[src/rtl/cic_decimator.sv]
// -----------------------------------------------------------------------------
// cic_decimator
//
// Multi-channel (I/Q) Hogenauer CIC decimation filter placed between the mixer
// and the channel FIR. Valid-only stream, no backpressure.
//
// Structure, per channel:
//   - STAGES pipelined integrators running at the input rate. Stage k adds
//     the value stage k-1 held before the current sample, which delays the
//     response by STAGES-1 samples versus a non-pipelined CIC.
//   - One decimation counter shared by all channels. On the wrap sample a
//     strobe enters the pipeline. The next clock captures the last integrator.
//   - STAGES registered combs (differential delay DIFF_DELAY). Each comb
//     advances only when the strobe reaches it, so several decimated samples
//     can be in flight together (R=1 gives one output per accepted input).
//   - Output stage: top DATA_WIDTH bits of the accumulator (floor).
//
// Optional build macro CIC_ROUND_EN:
//   When defined, the output stage adds half an LSB (round half up) and
//   saturates to the DATA_WIDTH signed range. This adds one register stage.
//   Latency from the edge that accepts the wrap sample to tvalid_o is then
//   STAGES+3 clocks. Without the macro it is STAGES+2 clocks.
//
// Ports:
//   clk_i     in   clock
//   rstn_i    in   asynchronous active-low reset
//   en_i      in   global enable; low freezes all state and drops inputs
//   decim_i   in   decimation ratio R (1..MAX_DECIM); 0 or >MAX_DECIM -> MAX_DECIM
//   tvalid_i  in   input sample valid
//   tdata_i   in   signed input samples, channel 0 = I
//   tvalid_o  out  single-cycle decimated sample valid
//   tdata_o   out  signed decimated samples, held between pulses
// -----------------------------------------------------------------------------
module cic_decimator #(
  parameter int IQ_NUM     = 2,
  parameter int DATA_WIDTH = 16,
  parameter int STAGES     = 3,
  parameter int MAX_DECIM  = 8,
  parameter int DIFF_DELAY = 1
) (
  input  logic                              clk_i,
  input  logic                              rstn_i,
  input  logic                              en_i,
  input  logic [$clog2(MAX_DECIM):0]        decim_i,
  input  logic                              tvalid_i,
  input  logic [IQ_NUM-1:0][DATA_WIDTH-1:0] tdata_i,
  output logic                              tvalid_o,
  output logic [IQ_NUM-1:0][DATA_WIDTH-1:0] tdata_o
);

  localparam int ACC_WIDTH = DATA_WIDTH + STAGES * $clog2(MAX_DECIM * DIFF_DELAY);
  localparam int RW        = $clog2(MAX_DECIM) + 1;
  localparam int CW        = (MAX_DECIM > 1) ? $clog2(MAX_DECIM) : 1;

`ifdef CIC_ROUND_EN
  localparam int PIPE = STAGES + 3;
`else
  localparam int PIPE = STAGES + 2;
`endif

  // ---------------------------------------------------------------------------
  // Helper functions
  // ---------------------------------------------------------------------------

  // Illegal ratios (0 or above MAX_DECIM) fall back to MAX_DECIM.
  function automatic logic [RW-1:0] sanitize_ratio(input logic [RW-1:0] r);
    logic [RW-1:0] res;
    if ((r == {RW{1'b0}}) || (r > RW'(MAX_DECIM))) begin
      res = RW'(MAX_DECIM);
    end else begin
      res = r;
    end
    return res;
  endfunction

  // Sign-extend one input sample to accumulator width.
  function automatic logic [ACC_WIDTH-1:0] sext(input logic [DATA_WIDTH-1:0] x);
    return ACC_WIDTH'($signed(x));
  endfunction

`ifdef CIC_ROUND_EN
  localparam logic [ACC_WIDTH:0] HALF_LSB =
    {{ACC_WIDTH{1'b0}}, 1'b1} << (ACC_WIDTH - DATA_WIDTH - 1);

  // Round half up on the top DATA_WIDTH bits, then saturate. The sum is one
  // bit wider so a carry out of the top is visible as a sign disagreement.
  function automatic logic [DATA_WIDTH-1:0] round_sat(input logic [ACC_WIDTH-1:0] acc);
    logic [ACC_WIDTH:0]    sum;
    logic [DATA_WIDTH:0]   top;
    logic [DATA_WIDTH-1:0] res;
    sum = {acc[ACC_WIDTH-1], acc} + HALF_LSB;
    top = sum[ACC_WIDTH -: (DATA_WIDTH + 1)];
    if (top[DATA_WIDTH] != top[DATA_WIDTH-1]) begin
      res = top[DATA_WIDTH] ? {1'b1, {(DATA_WIDTH-1){1'b0}}}
                            : {1'b0, {(DATA_WIDTH-1){1'b1}}};
    end else begin
      res = top[DATA_WIDTH-1:0];
    end
    return res;
  endfunction
`endif

  // ---------------------------------------------------------------------------
  // Decimation control
  // ---------------------------------------------------------------------------
  logic [RW-1:0] r_ratio;
  logic          r_ratio_ld;
  logic [CW-1:0] r_cnt;
  logic [RW-1:0] w_ratio;
  logic          w_accept;
  logic          w_wrap;

  // Until the ratio has been latched, decim_i itself governs the first period.
  always_comb begin
    w_ratio  = r_ratio_ld ? r_ratio : sanitize_ratio(decim_i);
    w_accept = tvalid_i & en_i;
    w_wrap   = w_accept & (RW'(r_cnt) == (w_ratio - RW'(1)));
  end

  // Ratio latch and sample counter. A new ratio is latched only on the first
  // enabled cycle after reset and at each wrap, so a period never changes
  // length part way through.
  always_ff @(posedge clk_i or negedge rstn_i) begin
    if (!rstn_i) begin
      r_ratio    <= {RW{1'b0}};
      r_ratio_ld <= 1'b0;
      r_cnt      <= {CW{1'b0}};
    end else if (en_i) begin
      if (!r_ratio_ld || w_wrap) begin
        r_ratio <= sanitize_ratio(decim_i);
      end
      r_ratio_ld <= 1'b1;
      if (w_wrap) begin
        r_cnt <= {CW{1'b0}};
      end else if (w_accept) begin
        r_cnt <= r_cnt + CW'(1);
      end
    end
  end

  // ---------------------------------------------------------------------------
  // Strobe pipeline: bit 0 marks the wrap sample; bit k+1 marks valid data at
  // the input of comb k; bit PIPE-1 loads the output register.
  // ---------------------------------------------------------------------------
  logic [PIPE-1:0] r_stb;

  // Advance strobes once per enabled clock; reset flushes anything in flight.
  always_ff @(posedge clk_i or negedge rstn_i) begin
    if (!rstn_i) begin
      r_stb <= {PIPE{1'b0}};
    end else if (en_i) begin
      r_stb <= {r_stb[PIPE-2:0], w_wrap};
    end
  end

  // ---------------------------------------------------------------------------
  // Integrators (input rate, modular arithmetic, never saturate)
  // ---------------------------------------------------------------------------
  logic [ACC_WIDTH-1:0] r_int [IQ_NUM][STAGES];

  // Pipelined integrator chain: each stage adds the previous stage's old value.
  always_ff @(posedge clk_i or negedge rstn_i) begin
    if (!rstn_i) begin
      for (int c = 0; c < IQ_NUM; c++) begin
        for (int k = 0; k < STAGES; k++) begin
          r_int[c][k] <= {ACC_WIDTH{1'b0}};
        end
      end
    end else if (w_accept) begin
      for (int c = 0; c < IQ_NUM; c++) begin
        r_int[c][0] <= r_int[c][0] + sext(tdata_i[c]);
        for (int k = 1; k < STAGES; k++) begin
          r_int[c][k] <= r_int[c][k] + r_int[c][k-1];
        end
      end
    end
  end

  // ---------------------------------------------------------------------------
  // Capture register and comb chain (output rate)
  // ---------------------------------------------------------------------------
  logic [ACC_WIDTH-1:0] r_cap     [IQ_NUM];
  logic [ACC_WIDTH-1:0] r_comb    [IQ_NUM][STAGES];
  logic [ACC_WIDTH-1:0] r_dly     [IQ_NUM][STAGES][DIFF_DELAY];
  logic [ACC_WIDTH-1:0] w_comb_in [IQ_NUM][STAGES];

  // Capture the last integrator one clock after the wrap, i.e. its
  // post-update value, before the next sample changes it.
  always_ff @(posedge clk_i or negedge rstn_i) begin
    if (!rstn_i) begin
      for (int c = 0; c < IQ_NUM; c++) begin
        r_cap[c] <= {ACC_WIDTH{1'b0}};
      end
    end else if (en_i && r_stb[0]) begin
      for (int c = 0; c < IQ_NUM; c++) begin
        r_cap[c] <= r_int[c][STAGES-1];
      end
    end
  end

  // Comb k is fed by the capture register (k=0) or by comb k-1.
  always_comb begin
    for (int c = 0; c < IQ_NUM; c++) begin
      w_comb_in[c][0] = r_cap[c];
      for (int k = 1; k < STAGES; k++) begin
        w_comb_in[c][k] = r_comb[c][k-1];
      end
    end
  end

  // Comb stages: out = in - in delayed by DIFF_DELAY strobes. Each stage only
  // moves when its own strobe bit is set, so in-flight samples never mix.
  always_ff @(posedge clk_i or negedge rstn_i) begin
    if (!rstn_i) begin
      for (int c = 0; c < IQ_NUM; c++) begin
        for (int k = 0; k < STAGES; k++) begin
          r_comb[c][k] <= {ACC_WIDTH{1'b0}};
          for (int m = 0; m < DIFF_DELAY; m++) begin
            r_dly[c][k][m] <= {ACC_WIDTH{1'b0}};
          end
        end
      end
    end else if (en_i) begin
      for (int c = 0; c < IQ_NUM; c++) begin
        for (int k = 0; k < STAGES; k++) begin
          if (r_stb[k+1]) begin
            r_comb[c][k]   <= w_comb_in[c][k] - r_dly[c][k][DIFF_DELAY-1];
            r_dly[c][k][0] <= w_comb_in[c][k];
            for (int m = 1; m < DIFF_DELAY; m++) begin
              r_dly[c][k][m] <= r_dly[c][k][m-1];
            end
          end
        end
      end
    end
  end

  // ---------------------------------------------------------------------------
  // Output stage
  // ---------------------------------------------------------------------------
  logic [IQ_NUM-1:0][DATA_WIDTH-1:0] r_dout;
  logic                              r_tvalid;

`ifdef CIC_ROUND_EN
  logic [DATA_WIDTH-1:0] r_rnd [IQ_NUM];

  // Extra register stage holding the rounded, saturated sample.
  always_ff @(posedge clk_i or negedge rstn_i) begin
    if (!rstn_i) begin
      for (int c = 0; c < IQ_NUM; c++) begin
        r_rnd[c] <= {DATA_WIDTH{1'b0}};
      end
    end else if (en_i && r_stb[STAGES+1]) begin
      for (int c = 0; c < IQ_NUM; c++) begin
        r_rnd[c] <= round_sat(r_comb[c][STAGES-1]);
      end
    end
  end
`endif

  // Output register: data held between pulses; valid is a one-cycle pulse
  // and is forced low while the block is disabled.
  always_ff @(posedge clk_i or negedge rstn_i) begin
    if (!rstn_i) begin
      r_dout   <= '0;
      r_tvalid <= 1'b0;
    end else if (!en_i) begin
      r_tvalid <= 1'b0;
    end else begin
      r_tvalid <= r_stb[PIPE-1];
      if (r_stb[PIPE-1]) begin
        for (int c = 0; c < IQ_NUM; c++) begin
`ifdef CIC_ROUND_EN
          r_dout[c] <= r_rnd[c];
`else
          r_dout[c] <= r_comb[c][STAGES-1][ACC_WIDTH-1 -: DATA_WIDTH];
`endif
        end
      end
    end
  end

  assign tvalid_o = r_tvalid;
  assign tdata_o  = r_dout;

endmodule

[config.mk]
export PLATFORM = sky130hd
export DESIGN_NAME = cic_decimator
export DESIGN_NICKNAME = d
export VERILOG_FILES = /design/src/rtl/cic_decimator.sv
export SDC_FILE = /design/constraint.sdc
export NUM_CORES = 2
export LEC_CHECK = 0
export ABC_AREA = 1
export BUFFER_PORTS_ARGS = -buffer_cell sky130_fd_sc_hd__buf_4
export CORE_UTILIZATION = 40
export DETAILED_ROUTE_END_ITERATION = 16
export GPL_TIMING_DRIVEN = 0
export PLACE_DENSITY = 0.54
export SLEW_MARGIN = 20
export SYNTH_ARGS = -nofsm -noshare
export SYNTH_HDL_FRONTEND = slang
export SYNTH_SLANG_ARGS = --single-unit
[constraint.sdc]
create_clock -name clk_i -period 2.4 [get_ports clk_i]
set_input_delay 0.12 -clock clk_i [delete_from_list [all_inputs] [get_ports clk_i]]
set_output_delay 0.12 -clock clk_i [all_outputs]
set_load 0.005 [all_outputs]
==> flow_summary.json <==
{
  "diodes": 0,
  "die_area_mm2": 0.0940,
  "ctsLongestPathBuffers": 3,
  "rsz0062_at_grt": "false",
  "layout-drive-gt1-share_pct": 4.85,
  "crit_type": "flop to flop",
  "via_count": 34500,
  "async_reset_ff_share_pct": 100,
  "maxCapViolCount": 0,
  "start_util_pct": 40.4,
  "place.gp.congestion": 0.945,
  "worstRegToRegCells": 8,
  "grt_pass1_wl_um": 186000,
  "drv_slew": 0,
  "path_cells": "ha_1 -> a21oi_1 -> nand2_2 -> nand2_1 -> nand2_1 -> a21oi_2 -> xor2_1 -> o21ai_0",
  "layout_common_cells": "1629 x nand2_1, 652 x inv_1, 528 x dfrtp_1",
  "r2r-end": "r_int[62]",
  "grt_overflow_total": 0,
  "finalSetupViolations": 0,
  "hold_viol": 0,
  "tns_ns": 0,
  "slowest_stage": "dfrtp_1",
  "yosysTopAreaCellShare_pct": 35.6,
  "reg2reg_from": "r_int[53]",
  "cts_buffers": 66,
  "dieWidth_um": 307,
  "synth_top_area_cell": "dfrtp_1",
  "crit_top_cell": "nand2_1",
  "dieHeight_um": 307,
  "hp-class": "primary input to flop",
  "fin_crit_sh_pct": 96.5,
  "fill_cells": 9761,
  "regArea_mm2": 0.0132,
  "ys_seq_area_share_pct": 35.6,
  "syn_nets": 5642,
  "r2r_slack_ns": 0.08,
  "max_freq_ghz": 0.432,
  "ys.flop_type": "dfrtp_1",
  "clkTransAtPathRegs_ns": 0.06,
  "synth_area_leaders": "dfrtp_1 36%, nand2_1 17%, ha_1 9.7%, o21ai_0 6.8%, inv_1 6.6%",
  "routedWlPerCell_um": 17.3,
  "dr.first_iter.drc_count": 2008,
  "area.growth.synth_to_final_pct": 12.8,
  "antenna_found_initial": 0,
  "netlist_instances": 5304,
  "h-tree-depth": 3,
  "via_per_inst": 5.10,
  "worst_setup_path_end_kind": "flop",
  "synth.avg_cell_area_um2": 7.00,
  "finalClockSkew_ns": 0.0209,
  "clock-sinks": 528,
  "path_max_fanout": 5,
  "rows": 111,
  "dpl.hpwl_um": 93600,
  "nNetsFinal": 5814,
  "post_cts_buffers": 0,
  "cpPeakStageDelay_ns": 0.45,
  "synth_edf_count": 0,
  "max-vdd-ir-drop_mv": 0.835,
  "clockRootBuffer": "clkbuf_16",
  "mostFrequentLayoutCell": "nand2_1",
  "final_util_pct": 45.6,
  "yosys_warnings": 0,
  "synth_cell_type_count": 41,
  "period_needed_ns": 2.32,
  "tritoncts": "built",
  "startpoint_type": "flop",
  "crit_required_ns": 2.89,
  "crit_arrival_ns": 2.80,
  "p_per_area_mw_per_mm2": 1410,
  "io_pins": 73,
  "first_pass_iters": 7,
  "crit_start": "r_int[53]",
  "synth_area_mm2": 0.0371,
  "tightest_slew_ns": 0.899,
  "status": "completed",
  "grt_max_degree": 95,
  "leakagePower_nw": 21.7,
  "ys_ff_latch": 528,
  "core_mm2": 0.0918,
  "clock_latency_ns": 0.63,
  "multi_input_area_mm2": 0.0210,
  "wirelength_um": 117000,
  "grt.total_usage_pct": 25.0,
  "drcViolationCount": 0,
  "grt_pass1_vias": 33900,
  "cp-endpoint": "r_int[62]",
  "slew_headroom_pct": 39.9,
  "ant_nets": 0,
  "io_buffers": 72
}
[Yosys cell counts (4+ instances only)]
cell and instances:
o21bai_1 15, dfrtp_1 528, xor2_1 80, nand3_2 6, fa_1 10, nand3_1 326, nand4_1 145, or2_1 9
clkbuf_1 69, inv_2 4, o21a_1 17, a21oi_1 378, ha_1 288, o21ai_1 8, nand2_1 1635, o31ai_1 6
buf_2 32, nand3b_1 9, or2_2 11, a21o_1 20, a21boi_0 7, a31oi_1 7, and2_1 30, inv_1 654
xnor2_1 74, nand2_2 5, nor3_1 21, o21ai_0 501, nand2b_1 5, nor2_1 378, buf_1 7
[critical path: cells and delay by family (launching register included)]
kind | cells | cell delay, ns
AOI/OAI and AO/OA | 3 | 0.69
adders and majority gates | 1 | 0.38
xor gates and xnor gates | 1 | 0.18
and+or+nand+nor | 3 | 0.49
DFF | 1 | 0.45
[registers in the layout (all words and copies together) (netlist names)]
name	count
r_ratio_ld	1
r_comb	132
r_cnt	3
tdata_o	32
r_int	150
r_stb	5
r_cap	50
r_ratio	4
tvalid_o	1
r_dly	150
[area by class of cell]
| type | count | area share [%] |
|---|---|---|
| buffer | 109 | 1.09 |
| clock inverter | 23 | 0.625 |
| timing repair buffer | 104 | 2.33 |
| multi-input combinational | 4008 | 50.3 |
| tap | 1243 | 3.72 |
| inverter | 659 | 5.91 |
| clock buffer | 95 | 4.50 |
| sequential | 528 | 31.6 |
[report_power, final]
part	internal (mW)	switching, mW	leakage (nW)	total [mW]
Clock	5.83	4.19	1.03	10.0
Sequential	12.4	3.09	6.45	15.5
Combinational	12.3	21.1	14.2	33.4
[repair_timing]
action / in CTS / in global routing
gates resized for setup: 10 / 18
hold buffers: 26 / 0
pin swaps: 0 / 2
endpoints found under the setup margin: 11 / 23
hold endpoints to repair: 327 / 0
[per-stage QoR]
stage	cell area, um^2	total power [mW]	hold slack (ns)	cells	worst slack (ns)
after detailed placement	39400	48.4	0.0677	6625	-0.258
after floorplan	37100	39.3	-0.176	5304	0.420
after CTS	41800	58.9	0.00724	6769	0.00580
after global routing	41900	64.5	0.0292	6769	0.00414
final	41900	58.9	0.0353	6769	0.0846
after global placement	39200	48.2	0.434	6619	-4.90
[routing by layer]
layer	vias to the layer above	track usage, %	wire (um)
met5	-	0	0
met4	0	8.27	4010
li1	17700	-	-
met2	570	44.5	57100
met3	188	2.62	3540
met1	16000	31.5	52400
[logic make-up after synthesis]
logic type / Yosys count / share of synthesized area [%]
DFF: 528 / 35.6
and+or+nand+nor: 2592 / 29.1
AOI/OAI and AO/OA: 964 / 13.5
adders and majority gates: 298 / 10.2
buffers and inverters: 768 / 7.90
xor gates and xnor gates: 154 / 3.63
[worst min path at each step]
stage	from	cells past startpoint	end	slack [ns]
floorplan	rstn_i	0	r_cap[0]	-0.18
detailed placement	rstn_i	1	r_dly[3]	0.07
finish	tdata_i[24]	4	r_int[58]	0.04
CTS	tdata_i[24]	4	r_int[58]	0.007
global placement	decim_i[3]	4	r_ratio[2]	0.43
global route	tdata_i[4]	4	r_int[129]	0.03
(Power assumes the default switching activity.)
